## src/rtl/fetch_decode_queue_pkg.sv

```systemverilog
// Shared definitions for the fetch/decode instruction queue.
//  WORD_W   : instruction / PC width
//  PC_STEP  : sequential PC increment (used by fetch to form newpc)
//  NOP_WORD : value shown on the queue outputs while it is empty
package fetch_decode_queue_pkg;

    localparam int unsigned WORD_W  = 16;
    localparam int unsigned PC_STEP = 2;
    localparam logic [WORD_W-1:0] NOP_WORD = 16'h0000;

    // One fetched triple as it travels from fetch to decode.
    typedef struct packed {
        logic [WORD_W-1:0] ir;
        logic [WORD_W-1:0] currpc;
        logic [WORD_W-1:0] newpc;
    } fdq_entry_t;

    // Queue occupancy state; mirrors count==0 / count>0.
    typedef enum logic {
        ST_EMPTY    = 1'b0,
        ST_NONEMPTY = 1'b1
    } fdq_state_e;

endpackage

```

## src/rtl/fetch_decode_queue_storage.sv

```systemverilog
// Entry storage for the fetch/decode queue: DEPTH x DATA_W register array.
//  clk   : write clock
//  we    : write enable, waddr/wdata : write port
//  raddr : read address, rdata : combinational read data
// Contents are not reset; the top level never exposes them while empty.
module fdq_storage #(
    parameter int unsigned DEPTH  = 2,
    parameter int unsigned DATA_W = 48
) (
    input  logic                     clk,
    input  logic                     we,
    input  logic [$clog2(DEPTH)-1:0] waddr,
    input  logic [DATA_W-1:0]        wdata,
    input  logic [$clog2(DEPTH)-1:0] raddr,
    output logic [DATA_W-1:0]        rdata
);

    logic [DATA_W-1:0] mem_q [DEPTH];

    // Write port.
    always_ff @(posedge clk) begin
        if (we) begin
            mem_q[waddr] <= wdata;
        end
    end

    // Combinational read port.
    assign rdata = mem_q[raddr];

endmodule

```

## src/rtl/fetch_decode_queue.sv

```systemverilog
// Instruction queue between fetch and decode.
//  clk, rst (async, active-low)
//  in_valid/in_ir/in_currpc/in_newpc : triple offered by fetch
//  pcwrite                           : queue can accept (not full); stalls the PC when low
//  flush                             : discard all entries on the next edge
//  out_valid/out_ready               : head handshake towards decode
//  out_ir/out_currpc/out_newpc       : head triple, zero while empty
//  count                             : current occupancy
// All outputs decode registered state only; nothing combinational from in_* or out_ready.
module fetch_decode_queue
    import fetch_decode_queue_pkg::*;
#(
    parameter int unsigned DEPTH = 2,
    parameter int unsigned W     = WORD_W
) (
    input  logic                   clk,
    input  logic                   rst,
    input  logic                   in_valid,
    input  logic [W-1:0]           in_ir,
    input  logic [W-1:0]           in_currpc,
    input  logic [W-1:0]           in_newpc,
    output logic                   pcwrite,
    input  logic                   flush,
    output logic                   out_valid,
    input  logic                   out_ready,
    output logic [W-1:0]           out_ir,
    output logic [W-1:0]           out_currpc,
    output logic [W-1:0]           out_newpc,
    output logic [$clog2(DEPTH):0] count
);

    localparam int unsigned PTR_W  = $clog2(DEPTH);
    localparam int unsigned CNT_W  = PTR_W + 1;
    localparam int unsigned DATA_W = 3 * W;

    fdq_state_e       state_q, state_d;
    logic [PTR_W-1:0] rd_ptr_q, rd_ptr_d;
    logic [PTR_W-1:0] wr_ptr_q, wr_ptr_d;
    logic [CNT_W-1:0] count_q, count_d;

    logic              push_c;
    logic              pop_c;
    logic [DATA_W-1:0] rdata;

    // Handshake decode from registered state only; a full queue never accepts, even on a pop.
    assign pcwrite   = (count_q < CNT_W'(DEPTH));
    assign out_valid = (state_q == ST_NONEMPTY);
    assign push_c    = in_valid & pcwrite & ~flush;
    assign pop_c     = out_valid & out_ready & ~flush;
    assign count     = count_q;

    // Next-state: pointers, occupancy and EMPTY/NONEMPTY state; flush overrides everything.
    always_comb begin
        state_d  = state_q;
        rd_ptr_d = rd_ptr_q;
        wr_ptr_d = wr_ptr_q;
        count_d  = count_q;

        if (flush) begin
            state_d  = ST_EMPTY;
            rd_ptr_d = '0;
            wr_ptr_d = '0;
            count_d  = '0;
        end else begin
            if (push_c) begin
                wr_ptr_d = wr_ptr_q + PTR_W'(1);
            end
            if (pop_c) begin
                rd_ptr_d = rd_ptr_q + PTR_W'(1);
            end
            unique case ({push_c, pop_c})
                2'b10:   count_d = count_q + CNT_W'(1);
                2'b01:   count_d = count_q - CNT_W'(1);
                default: count_d = count_q;
            endcase

            unique case (state_q)
                ST_EMPTY: begin
                    if (push_c) begin
                        state_d = ST_NONEMPTY;
                    end
                end
                ST_NONEMPTY: begin
                    if (pop_c && !push_c && (count_q == CNT_W'(1))) begin
                        state_d = ST_EMPTY;
                    end
                end
                default: state_d = ST_EMPTY;
            endcase
        end
    end

    // State register.
    always_ff @(posedge clk or negedge rst) begin
        if (!rst) begin
            state_q  <= ST_EMPTY;
            rd_ptr_q <= '0;
            wr_ptr_q <= '0;
            count_q  <= '0;
        end else begin
            state_q  <= state_d;
            rd_ptr_q <= rd_ptr_d;
            wr_ptr_q <= wr_ptr_d;
            count_q  <= count_d;
        end
    end

    fdq_storage #(
        .DEPTH  (DEPTH),
        .DATA_W (DATA_W)
    ) u_storage (
        .clk   (clk),
        .we    (push_c),
        .waddr (wr_ptr_q),
        .wdata ({in_ir, in_currpc, in_newpc}),
        .raddr (rd_ptr_q),
        .rdata (rdata)
    );

    // Head outputs are masked to NOP while empty so stale storage never leaks.
    always_comb begin
        out_ir     = W'(NOP_WORD);
        out_currpc = W'(NOP_WORD);
        out_newpc  = W'(NOP_WORD);
        if (out_valid) begin
            out_ir     = rdata[3*W-1:2*W];
            out_currpc = rdata[2*W-1:W];
            out_newpc  = rdata[W-1:0];
        end
    end

endmodule
```

## config.mk

```make
export PLATFORM = sky130hd
export DESIGN_NAME = fetch_decode_queue
export DESIGN_NICKNAME = d
export VERILOG_FILES = /design/src/rtl/fetch_decode_queue_pkg.sv /design/src/rtl/fetch_decode_queue_storage.sv /design/src/rtl/fetch_decode_queue.sv
export SDC_FILE = /design/constraint.sdc
export NUM_CORES = 1
export LEC_CHECK = 0
export CAP_MARGIN = 20
export CELL_PAD_IN_SITES_DETAIL_PLACEMENT = 1
export CELL_PAD_IN_SITES_GLOBAL_PLACEMENT = 1
export CORE_MARGIN = 3
export CORE_UTILIZATION = 40
export CTS_CLUSTER_SIZE = 40
export DETAILED_ROUTE_END_ITERATION = 6
export HOLD_SLACK_MARGIN = 0.12
export PLACE_DENSITY_LB_ADDON = 0.08
export SETUP_SLACK_MARGIN = 0.02
export SYNTH_ARGS = -nofsm -noshare
export SYNTH_HDL_FRONTEND = slang
export SYNTH_SLANG_ARGS = --single-unit
```

## constraint.sdc

```tcl
create_clock -name clk -period 5.5 [get_ports clk]
set_clock_uncertainty 0.05 [all_clocks]
set_input_delay 0.825 -clock clk [delete_from_list [all_inputs] [get_ports clk]]
set_output_delay 0.825 -clock clk [all_outputs]
set_load 0.01 [all_outputs]
```

==> results of run 1 <==
==> flip-flops by register name, summed over array words and instances, names as in the netlist <==
register / flops
out_valid: 1
u_storage.mem_q: 96
count: 2
rd_ptr_q: 1
wr_ptr_q: 1
==> worst register-to-register path, stage by stage (launching register included) <==
cell      delay [ps]
dfrtp_1          430
nand2b_1         190
nor2_1           120
and2_2           590
buf_4            450
==> cell families (layout without fill, tap and decap cells) <==
group / Yosys count / count (layout)
xor+xnor: 3 / 3
fa+ha+maj: 1 / 1
flops: 101 / 101
mux: 49 / 49
simple gates: 60 / 60
compound gates: 3 / 3
buf+inv: 12 / 126
==> cells in the final DEF, fill, tap and decap left out <==
master,n
a2111oi_2,1
a211oi_1,1
a21oi_1,1
and2_2,1
buf_4,5
clkbuf_8,9
clkdlybuf4s50_1,104
clkinv_1,1
clkinv_4,2
clkinvlp_4,1
dfrtp_1,4
dfrtp_2,1
edfxtp_1,96
ha_1,1
inv_1,1
inv_6,2
inv_8,1
mux2_2,1
mux2i_1,48
nand2_1,2
nand2b_1,1
nor2_1,6
nor2b_1,48
nor2b_2,1
nor3_2,1
xnor2_1,2
xor2_1,1
==> path summary, 6_finish.rpt <==
check | from | to | slack (ps) | cells past startpoint
worst max-delay path | rd_ptr_q | out_ir[9] | 1930 | 4
min in group asynchronous | rst | count[1] | 650 | 1
worst min-delay path | wr_ptr_q | wr_ptr_q | 550 | 2
max in group asynchronous | rst | rd_ptr_q | 4520 | 1
worst min register to register | wr_ptr_q | wr_ptr_q | 550 | 2
worst max register to register | count[1] | u_storage.mem_q[1][47] | 3320 | 4
==> per-stage QoR <==
step | hold WS, ps | area, um2
floorplan | 474 | 4020
global placement | 512 | 5170
detailed placement | 532 | 5170
CTS | 555 | 5360
global route | 588 | 5360
finish | 552 | 5360
==> layer usage <==
metal  track usage [%]  share of wire, %  vias to the layer above
met5                 0                 0                        -
met4              5.64               1.6                        0
met3              4.68               6.2                       14
met2              25.7                50                       70
met1              17.0                42                     1072
li1                  -                 -                     1057
==> cell type report <==
cell class                      count  share of cell area (%)
Tap cell                          129                    3.01
Sequential cell                   101                    56.2
Multi-Input combinational cell    116                    17.2
Timing Repair Buffer              109                    20.1
Clock inverter                      7                    1.07
Inverter                            1                  0.0701
Clock buffer                        9                    2.31
==> power by group <==
group,leakage (nW),switching (W),internal [W]
logic,0.696,0.0000957,0.000135
clock network,0.0898,0.000255,0.000171
registers,0.941,0.0000275,0.000884
==> run metrics, run 1 <==
vias after detailed routing 2213; DRC errors left 0; starting density of the core 42.3%; Adder-Cell Fraction of Synth Area 0.312%; initial antenna violation count 0; compound-cell area share of the yosys netlist 0.685%; fin worst setup slack 1930 ps; initial DRC count 44; HP Class flop to flop; fillers 913; critical path cell sequence buf_4, mux2i_1, nor2b_1, clkdlybuf4s50_1; Async S/R FF share, synth 4.95%; global-route wire length before repair 12.6 mm; Multi-input gate area 921 um2; H-tree Lvls 3; Post-CTS Setup Bufs 0; clock latency on the worst-skew pair 350 ps; TNS Setup 0 ps; Synth Area in Simple Gates 8.88%; n_diodes 0; Final nets 392; global route overflow 0; Max Buffers Root-to-Sink 2; CORE AREA 9500 um2; top-count cell post-synth edfxtp_1; crit end category primary output; die extent in y 106 um; status complete, no violations; Post-CTS Hold Fix Bufs 0; critical path type flop to primary output; number of core rows 35; Pleak 1.73 nW; Critical Path RT 4620 ps; relative slew slack 30.0%; Max Cap Viol 0; number of CTS-inserted buffers 9; synth cell count leaders edfxtp_1, mux2i_1, nor2b_1, nor2_1, dfrtp_1; Routed Wire Length 8.00 mm; IR drop worst, VDD 156 uV; total clock sinks 101; area growth from synthesis to layout 33.3%; number of instances in the placed design 456; register area share after synthesis 74.9%; Final setup viols 0; Synth area leaders edfxtp_1, mux2i_1, nor2b_1; Synth Cell Area 4020 um2; Wirelength per Cell 16.9 um; DRT Pass-1 Iters 4; #FFs+latches synth 101; Crit Path Max Fanout 35; CP startpoint kind flop; share of cells above drive strength 1 7.58%; top-area cell type share of the netlist area 71.8%; RSZ-0062 raised after global routing false; Post-synth EDFFs 96; period utilization 65.0%; final core utilization 56.4%; Final Non-Filler Cells 472; cts repair resizes 0; Netlist cell types 24; syn_area_per_cell 17.5 um2; die area 11300 um2; vias in the first global route 2400; slowest stage delay, CP 1050 ps; Fin. Hold Viols 0; post-synthesis mux area share 12.2%; main combinational cell family by area after synthesis multiplexers; worst slew pin tran 1050 ps; post-synth top area cell edfxtp_1; XOR/XNOR Fraction of Synth Area 0.654%; Power, Total 0.00157 W; detail-routed via count per cell 4.69; Buf/Inv on CP 2; YS warnings 0; Tmin final 3570 ps; Slew Limit Fails 0; fmax 0.280 GHz; hpwl dp 5.42 mm; CTS tree built; GP Congestion 0.686; Die Span X 106 um; Pwr Density 293 nW/um2; Port-buffer cells 104; Seq. cell area 3010 um2; critical path's slowest cell dfrtp_2; GRT Total Usage 14.8%; worst slack, placed 2260 ps; largest net degree at the start of global routing 36; clk slew on worst S/H paths 90 ps; Worst EP arrival 2700 ps; Routed Antenna Nets 0; Post-Syn Nets 283; Top Family by Delay on Critical Path flip-flops; CTS root buffer clkbuf_8; main flop type after synthesis edfxtp_1; post-synthesis cell count 229; num ports 105
Power figures use the tool's default switching activity.
==> inputs of run 2 (changes only) <==
==> constraint.sdc (replaced) <==
create_clock -name clk -period 3.65 [get_ports clk]
set_clock_uncertainty 0.05 [all_clocks]
set_input_delay 0.5475 -clock clk [delete_from_list [all_inputs] [get_ports clk]]
set_output_delay 0.5475 -clock clk [all_outputs]
set_load 0.01 [all_outputs]
==> run 2 against run 1 <==
Sequential power increased by 49%. Critical path type unchanged. Die area unchanged. Critical path depth decreased by 1. Highest routed layer unchanged. Largest power group unchanged. Sequential share of layout area decreased by 0.43 points. Global-route usage down 0.23 points. Largest cell class unchanged.
==> run metrics, run 2 (same netlist as run 1, synthesis figures left out) <==
largest net degree at the start of global routing 35 (-2.8%); Pleak 1.74 nW (+0.78%); GP Congestion 0.773 (+13%); switching pwr 0.000567 W (+50%); Comb pwr share 15.5% (+0.8 points); fin worst setup slack 951 ps (-976 ps); Die Span X 106 um (unchanged); number of core rows 35 (unchanged); total clock sinks 101 (unchanged); detail-routed via count per cell 4.69 (about the same); max FFs per register 96 (unchanged); Slew Limit Fails 0 (unchanged); CORE AREA 9500 um2 (unchanged); die area 11300 um2 (unchanged); most common cell after layout, fill and taps aside clkdlybuf4s50_1; CP startpoint kind flop; slowest stage delay, CP 730 ps (-320 ps); period utilization 74.0%; CTS tree built; critical path cell sequence buf_12, nor2b_1, clkdlybuf4s50_1; Final nets 393 (+0.26%); TNS Setup 0 ps (unchanged); CTS root buffer clkbuf_8; Routed Wire Length 7.82 mm (-2.2%); Post-CTS Hold Fix Bufs 0 (unchanged); IR drop worst, VDD 227 uV (+46%); Biggest register u_storage.mem_q; Tmin final 2700 ps; starting density of the core 42.3% (unchanged); switching fraction of total power 23.8% (-0.35 points); Pwr Density 441 nW/um2 (+51%); global route overflow 0 (unchanged); global-route wire length before repair 12.5 mm (-0.60%); critical path's slowest cell dfrtp_1; relative slew slack 60.6% (+31 points); Max Buffers Root-to-Sink 2 (unchanged); cts repair resizes 0 (unchanged); Seq pwr share 56.9% (-1.2 points); Wirelength per Cell 16.5 um (-2.4%); Final setup viols 0 (unchanged); DRC errors left 0 (unchanged); worst slew pin tran 590 ps (-460 ps); fmax 0.370 GHz; Post-CTS Setup Bufs 0 (unchanged); most frequent cells in the layout clkdlybuf4s50_1, edfxtp_1, mux2i_1, nor2b_1, clkbuf_8; critical path type flop to primary output; Worst EP arrival 2100 ps (-600 ps); vias in the first global route 2443 (+1.8%); DRT Pass-1 Iters 4 (unchanged); share of cells above drive strength 1 7.85% (+0.27 points); num ports 105 (unchanged); Int Pwr 0.00182 W (+53%); Max Cap Viol 0 (unchanged); hpwl dp 5.28 mm (-2.7%); worst slack, placed 1110 ps (-1160 ps); clock latency on the worst-skew pair 350 ps (about the same); initial DRC count 66 (+50%); Port-buffer cells 104 (unchanged); status complete, no violations; H-tree Lvls 3 (unchanged); Critical Path RT 3050 ps (-1570 ps); clock network fraction of total power 27.5% (+0.3 points); initial antenna violation count 0 (unchanged); area growth from synthesis to layout 34.4%; RSZ-0062 raised after global routing false; crit end category primary output; HP Class primary input to asynchronous set/reset pin; n_diodes 0 (unchanged); Routed Antenna Nets 0 (unchanged); clk slew on worst S/H paths 100 ps (about the same); number of CTS-inserted buffers 9 (unchanged); vias after detailed routing 2217 (+0.18%); Crit Path Max Fanout 34 (-2.9%); die extent in y 106 um (unchanged); Fin. Hold Viols 0 (unchanged); GRT Total Usage 14.6% (-0.23 points)
## run 2: changes by cell type in the layout (fill, tap and decap cells not counted), sizes merged
cell / previous run / this run
buf: 5 / 6
clkinv: 3 / 1
clkbuf: 9 / 11
## run 2: layer usage
layer | global-route usage (%) | wire length [um]
met1 | 17.5 | 3370
met4 | 4.16 | 83
met3 | 4.86 | 469
met2 | 24.9 | 3900
met5 | 0 | 0
## run 2: power by group through the flow
| stage | clock network [W] | registers (W) | logic (W) |
|---|---|---|---|
| after floorplan | 0 | 0.00138 | 0.000182 |
| after global placement | 0 | 0.00138 | 0.000374 |
| after detailed placement | 0 | 0.00138 | 0.000379 |
| after CTS | 0.000680 | 0.00136 | 0.000381 |
| after global routing | 0.000735 | 0.00136 | 0.000403 |
| final | 0.000656 | 0.00136 | 0.000370 |
## run 2: cell type report
type	instances	area, um2
Clock buffer	11	141
Clock inverter	5	42.5
Fill cell	906	4110
Inverter	1	3.75
Multi-Input combinational cell	116	927
Sequential cell	101	3010
Tap cell	129	161
Timing Repair Buffer	110	1110
## run 2: worst paths after layout
check                                from               endpoint  slack (ps)  depth (start not counted)
max in group asynchronous             rst               rd_ptr_q        2990                          1
worst min register to register   wr_ptr_q               wr_ptr_q         620                          2
min in group clk                 wr_ptr_q               wr_ptr_q         620                          2
worst min-delay path                  rst               count[1]         350                          1
worst max-delay path            out_valid          out_newpc[11]         950                          3
worst max register to register   count[1]  u_storage.mem_q[1][4]        1700                          4
## run 2: per-stage QoR
step           hold WS [ps]  cell area [um2]  util, %  power, W  instances
5_1_grt                 323             5400     56.8   0.00250        473
4_1_cts                 346             5400     56.8   0.00242        473
3_5_place_dp            616             5210     54.9   0.00176        457
2_1_floorplan           202             4020        -   0.00156        229
6_report                351             5400     56.8   0.00238        473
3_3_place_gp            584             5210     54.9   0.00175        457
## run 2: worst max-delay path, delay by kind of cell (launching register included)
family / cells / cell delay [ps]
buffers and inverters: 2 / 820
DFF: 1 / 730
and+or+nand+nor: 1 / 190
==> inputs of run 3 (changes only) <==
==> constraint.sdc (replaced) <==
create_clock -name clk -period 2.6 [get_ports clk]
set_clock_uncertainty 0.05 [all_clocks]
set_input_delay 0.39 -clock clk [delete_from_list [all_inputs] [get_ports clk]]
set_output_delay 0.39 -clock clk [all_outputs]
set_load 0.01 [all_outputs]
==> run 3 against run 2 <==
Sequential power is 40% higher. First-iteration DRC count is 14% lower. Global-route usage is 0.33 points higher. Via count is 3.1% higher. Power is 39% higher. Clock power is 32% higher. Non-clock buffer count is 6 higher. Sequential share of layout area is 0.28 points lower. Final area is 0.63% higher. Core utilization is 0.36 points higher. Clock-buffer cell count stayed put. Largest cell class unchanged. Largest power group unchanged.
==> run metrics, run 3 (same netlist as run 1, synthesis figures left out) <==
initial DRC count 57 (-14%); n_diodes 0 (unchanged); clk slew on worst S/H paths 100 ps (about the same); H-tree Lvls 3 (unchanged); Pleak 1.76 nW (+1.1%); met3 usage 3.40% (-1.5 points); Die Span X 106 um (unchanged); worst slack, placed 396 ps (-710 ps); period utilization 94.4%; Max Buffers Root-to-Sink 2 (unchanged); GRT Total Usage 14.9% (+0.33 points); most frequent cells in the layout clkdlybuf4s50_1, edfxtp_1, mux2i_1, nor2b_1, buf_4; met2 Track Usage GR 25.2% (+0.27 points); Final nets 399 (+1.5%); fmax 0.407 GHz; starting density of the core 42.3% (unchanged); critical path type flop to primary output; TNS Setup 0 ps (unchanged); Top Usage Layer GRT met2; DRC errors left 0 (unchanged); die area 11300 um2 (unchanged); Slew Limit Fails 0 (unchanged); Fin. Hold Viols 0 (unchanged); number of CTS-inserted buffers 9 (unchanged); met1 Use GR 18.8% (+1.3 points); share of cells above drive strength 1 9.14% (+1.3 points); total clock sinks 101 (unchanged); vias after detailed routing 2285 (+3.1%); HP Class primary input to asynchronous set/reset pin; worst slew pin tran 395 ps (-195 ps); GP Congestion 0.750 (-3.0%); num ports 105 (unchanged); largest net degree at the start of global routing 28 (-20%); most common cell after layout, fill and taps aside clkdlybuf4s50_1; Worst EP arrival 2020 ps (-80 ps); CTS tree built; Max Cap Viol 0 (unchanged); hpwl dp 5.60 mm (+6.2%); Routed Antenna Nets 0 (unchanged); detail-routed via count per cell 4.77 (+1.8%); RSZ-0062 raised after global routing false; crit end category primary output; area growth from synthesis to layout 35.2%; CORE AREA 9500 um2 (unchanged); slowest stage delay, CP 580 ps (-150 ps); status complete, no violations; critical path cell sequence buf_12, mux2i_1, nor2b_1, clkdlybuf4s50_1; Final setup viols 0 (unchanged); DRT Pass-1 Iters 3 (-1); Tmin final 2460 ps; vias in the first global route 2540 (+4.0%); Port-buffer cells 104 (unchanged); Pwr Density 609 nW/um2 (+38%); Routed Wire Length 8.13 mm (+4.0%); die extent in y 106 um (unchanged); Wirelength per Cell 17.0 um (+2.7%); max FFs per register 96 (unchanged); clock latency on the worst-skew pair 350 ps (about the same); relative slew slack 73.6% (+13 points); CP startpoint kind flop; number of core rows 35 (unchanged); global-route wire length before repair 12.8 mm (+2.6%); Biggest register u_storage.mem_q; IR drop worst, VDD 336 uV (+48%); global route overflow 0 (unchanged); Crit Path Max Fanout 21 (-38%); critical path's slowest cell clkdlybuf4s50_1; Critical Path RT 2160 ps (-890 ps); CTS root buffer clkbuf_8; fin worst setup slack 145 ps (-806 ps); initial antenna violation count 0 (unchanged)
==> run 3: cell types whose count changed in the layout (fill, tap and decap cells not counted) <==
cell,before,now
clkinv_4,1,3
dfrtp_4,0,1
buf_4,4,10
clkbuf_8,10,9
dfrtp_1,4,3
inv_6,3,0
clkbuf_1,1,2
clkinv_1,0,1
==> run 3: worst max-delay path, delay by kind of cell, from the launching register on <==
kind,cells,cell delay [ps]
buffers and inverters,2,770
DFF,1,560
muxes,1,130
and+or+nand+nor,1,200
==> run 3: cell type report <==
cell class,count,area (um2)
clock buffer,11,131
fill,902,4070
tap,129,161
sequential,101,3010
timing repair buffer,116,1160
clock inverter,5,37.5
multi-input combinational,116,927
inverter,1,3.75
==> run 3: worst paths after layout <==
check,startpoint,end,slack [ps],depth (start not counted)
max,rd_ptr_q,out_newpc[0],140,4
min,rst,rd_ptr_q,230,1
max reg2reg,count[1],u_storage.mem_q[1][47],920,4
min reg2reg,wr_ptr_q,wr_ptr_q,580,2
max in group asynchronous,rst,out_valid,2010,1
min in group clk,in_currpc[14],u_storage.mem_q[0][30],570,1
==> run 3: metrics by stage <==
stage	std cells	util [%]	hold slack, ps	instance area (um2)	total power [W]
CTS	477	57.0	218	5410	0.00335
floorplan	229	-	44.4	4030	0.00219
detailed placement	461	55.2	570	5240	0.00248
global placement	461	55.2	552	5240	0.00247
global route	479	57.1	212	5430	0.00346
finish	479	57.1	228	5430	0.00331
==> run 3: repair_timing <==
item / CTS / global route
setup buffers: 0 / 2
gates resized for setup: 1 / 1
endpoints found under the setup margin: 1 / 13
hold buffers: 0 / 0
==> run 3: routing by layer <==
layer  vias to the layer above  wire (um)
li1                       1073          -
met1                      1140       3550
met2                        63       4070
met3                         9        415
met4                         0         97
met5                         -          0
==> run 3: report_power, final <==
group | internal, W | leakage [nW] | switching (W)
registers | 0.00187 | 0.939 | 0.0000375
clock network | 0.000351 | 0.0811 | 0.000518
logic | 0.000302 | 0.739 | 0.000230
==> edit: new RTL, config.mk and constraints of run 3 <==
`DEPTH` is set to 2 in 2 places; all go to 4.
--- a/src/rtl/fetch_decode_queue_storage.sv
+++ b/src/rtl/fetch_decode_queue_storage.sv
@@ -6,3 +6,3 @@
 module fdq_storage #(
-    parameter int unsigned DEPTH  = 2,
+    parameter int unsigned DEPTH  = 4,
     parameter int unsigned DATA_W = 48
--- a/src/rtl/fetch_decode_queue.sv
+++ b/src/rtl/fetch_decode_queue.sv
@@ -12,3 +12,3 @@
 #(
-    parameter int unsigned DEPTH = 2,
+    parameter int unsigned DEPTH = 4,
     parameter int unsigned W     = WORD_W
Interface: changed (resized count); port bits go from 105 to 106. No check against the original RTL was run, so the function may have changed too.
==> edit against run 3 <==
- synthesized cell count rose by 57%
- critical path depth rose by 2
- synthesized area rose by 95%
- setup slack got worse by 0.083 ns
- combinational power rose by 54%
- wire length rose by 100%
- sequential cell count rose by 99
- via count rose by 69%
- register-to-register slack got worse by 0.13 ns
- cell area rose by 86%
- power rose by 120%
- die area rose by 89%
==> edit: results (changes against run 3) <==
Synth
  – Syn avg cell area: 21.8 sq um (was 17.5 sq um)
  – Leading cell types by count after synthesis: edfxtp_1 (192), and2_1 (52), mux4_2 (48) (was edfxtp_1 (96), mux2i_1 (48), nor2b_1 (48))
  – Mapped Nets: 419 (was 283)
  – Sequential cell area fraction in the yosys report: 76.2% (was 74.9%)
  – Post-synth EDFFs: 192 (was 96)

Worst setup path
  – Start of the worst register-to-register path: count[2] (was count[1])
  – CP Capture Point: out_newpc[14] (was out_newpc[0])
  – Crit path from: rd_ptr_q[0] (was rd_ptr_q)
  – CP Data Arrival Time: 2.10 ns (was 2.02 ns)

Placed design
  – Routability cong.: 0.650 (was 0.750)
  – Placed wire-length estimate: 9620 um (was 5600 um)

Routing
  – Routed WL: 16700 um (was 8130 um)
  – Drt first pass iters: 7 (was 3)
  – Initial DRC Count: 190 (was 57)
  – Average routed wire per standard cell: 21.6 um (was 17.0 um)
  – Total number of vias: 3853 (was 2285)

Power and ir drop
  – Internal Pwr Total: 5.65 mW (was 2.52 mW)
  – VDD IR max: 0.000484 V (was 0.000336 V)
  – Lkg Pwr: 3.38 nW (was 1.76 nW)
  – Power Clock: 2.67 mW (was 869 uW)
  – Sequential Power Share: 51.5% (was 57.7%)

STA
  – Rel. slew slack: 69.4% (was 73.6%)
  – Tightest hold margin: 0.221 ns (was 0.228 ns)

Global route
  – Largest net degree at the start of global routing: 44 (was 28)
  – Initial antenna violation count: 1 (was 0)
  – First-pass GRT wire length: 25800 um (was 12800 um)
  – Vias in the first global route: 4386 (was 2540)

Cells and area
  – Final layout net count: 558 (was 399)
  – Fraction of layout cells with a size suffix above 1: 33.7% (was 9.14%)

Status
  – Status: finished clean (unchanged)

Clock network
  – H-tree levels: 4 (was 3)
  – Clock transition at path regs: 0.07 ns (was 0.10 ns)
  – # Post-CTS Setup Buffers: 13 (was 0)
-- edit: changes by cell type after synthesis, moves of 3 or more --
cell / before / now
and2_1: 1 / 52
buf_12: 1 / 5
dfrtp_1: 5 / 8
edfxtp_1: 96 / 192
ha_1: 1 / 7
inv_1: 1 / 6
mux2i_1: 48 / 0
mux4_2: 0 / 48
nor2b_1: 48 / 2
-- edit: kinds of logic after synthesis --
kind of cell             synth area share [%]
multiplexers                             14.0
flip-flops                               76.2
buffers and inverters                    2.35
XOR/XNOR                                0.448
adder cells (fa/ha/maj)                  1.25
AO/OA/AOI/OAI                           0.719
AND/OR/NAND/NOR                          5.04
-- edit: worst max-delay path, cell delays in order, from the launching register on --
cell,delay [ns]
dfrtp_4,0.54
buf_6,0.14
buf_12,0.12
buf_6,0.11
mux4_2,0.44
and2_4,0.17
buf_2,0.14
-- edit: per-stage QoR --
step / worst slack (ns) / area (sq um) / power, mW / util, %
6_report: 0.0621 / 10100 / 7.19 / 53.3
5_1_grt: -0.00947 / 10100 / 7.49 / 53.3
4_1_cts: -0.0686 / 10200 / 7.29 / 53.7
3_5_place_dp: 0.258 / 9350 / 4.55 / 49.3
3_3_place_gp: 0.262 / 9350 / 4.52 / 49.3
2_1_floorplan: 0.148 / 7830 / 4.15 / -
-- edit: layout make-up --
type                    instances  area [sq um]
fillers                      1699          8840
flip-flops and latches        200          5970
multi-input cells             136          1720
repair buffers                137          1470
clock buffers                  22           454
well taps                     260           325
clock inverters                10           143
inverters                       6          22.5
-- edit: metal layers --
layer	part of all wire, %	GRT usage (%)	up-vias
met1	41	19.5	2039
met3	4.6	5.23	14
met4	1.1	5.32	2
met2	53	28.3	88
li1	-	-	1710
met5	0.072	0	-
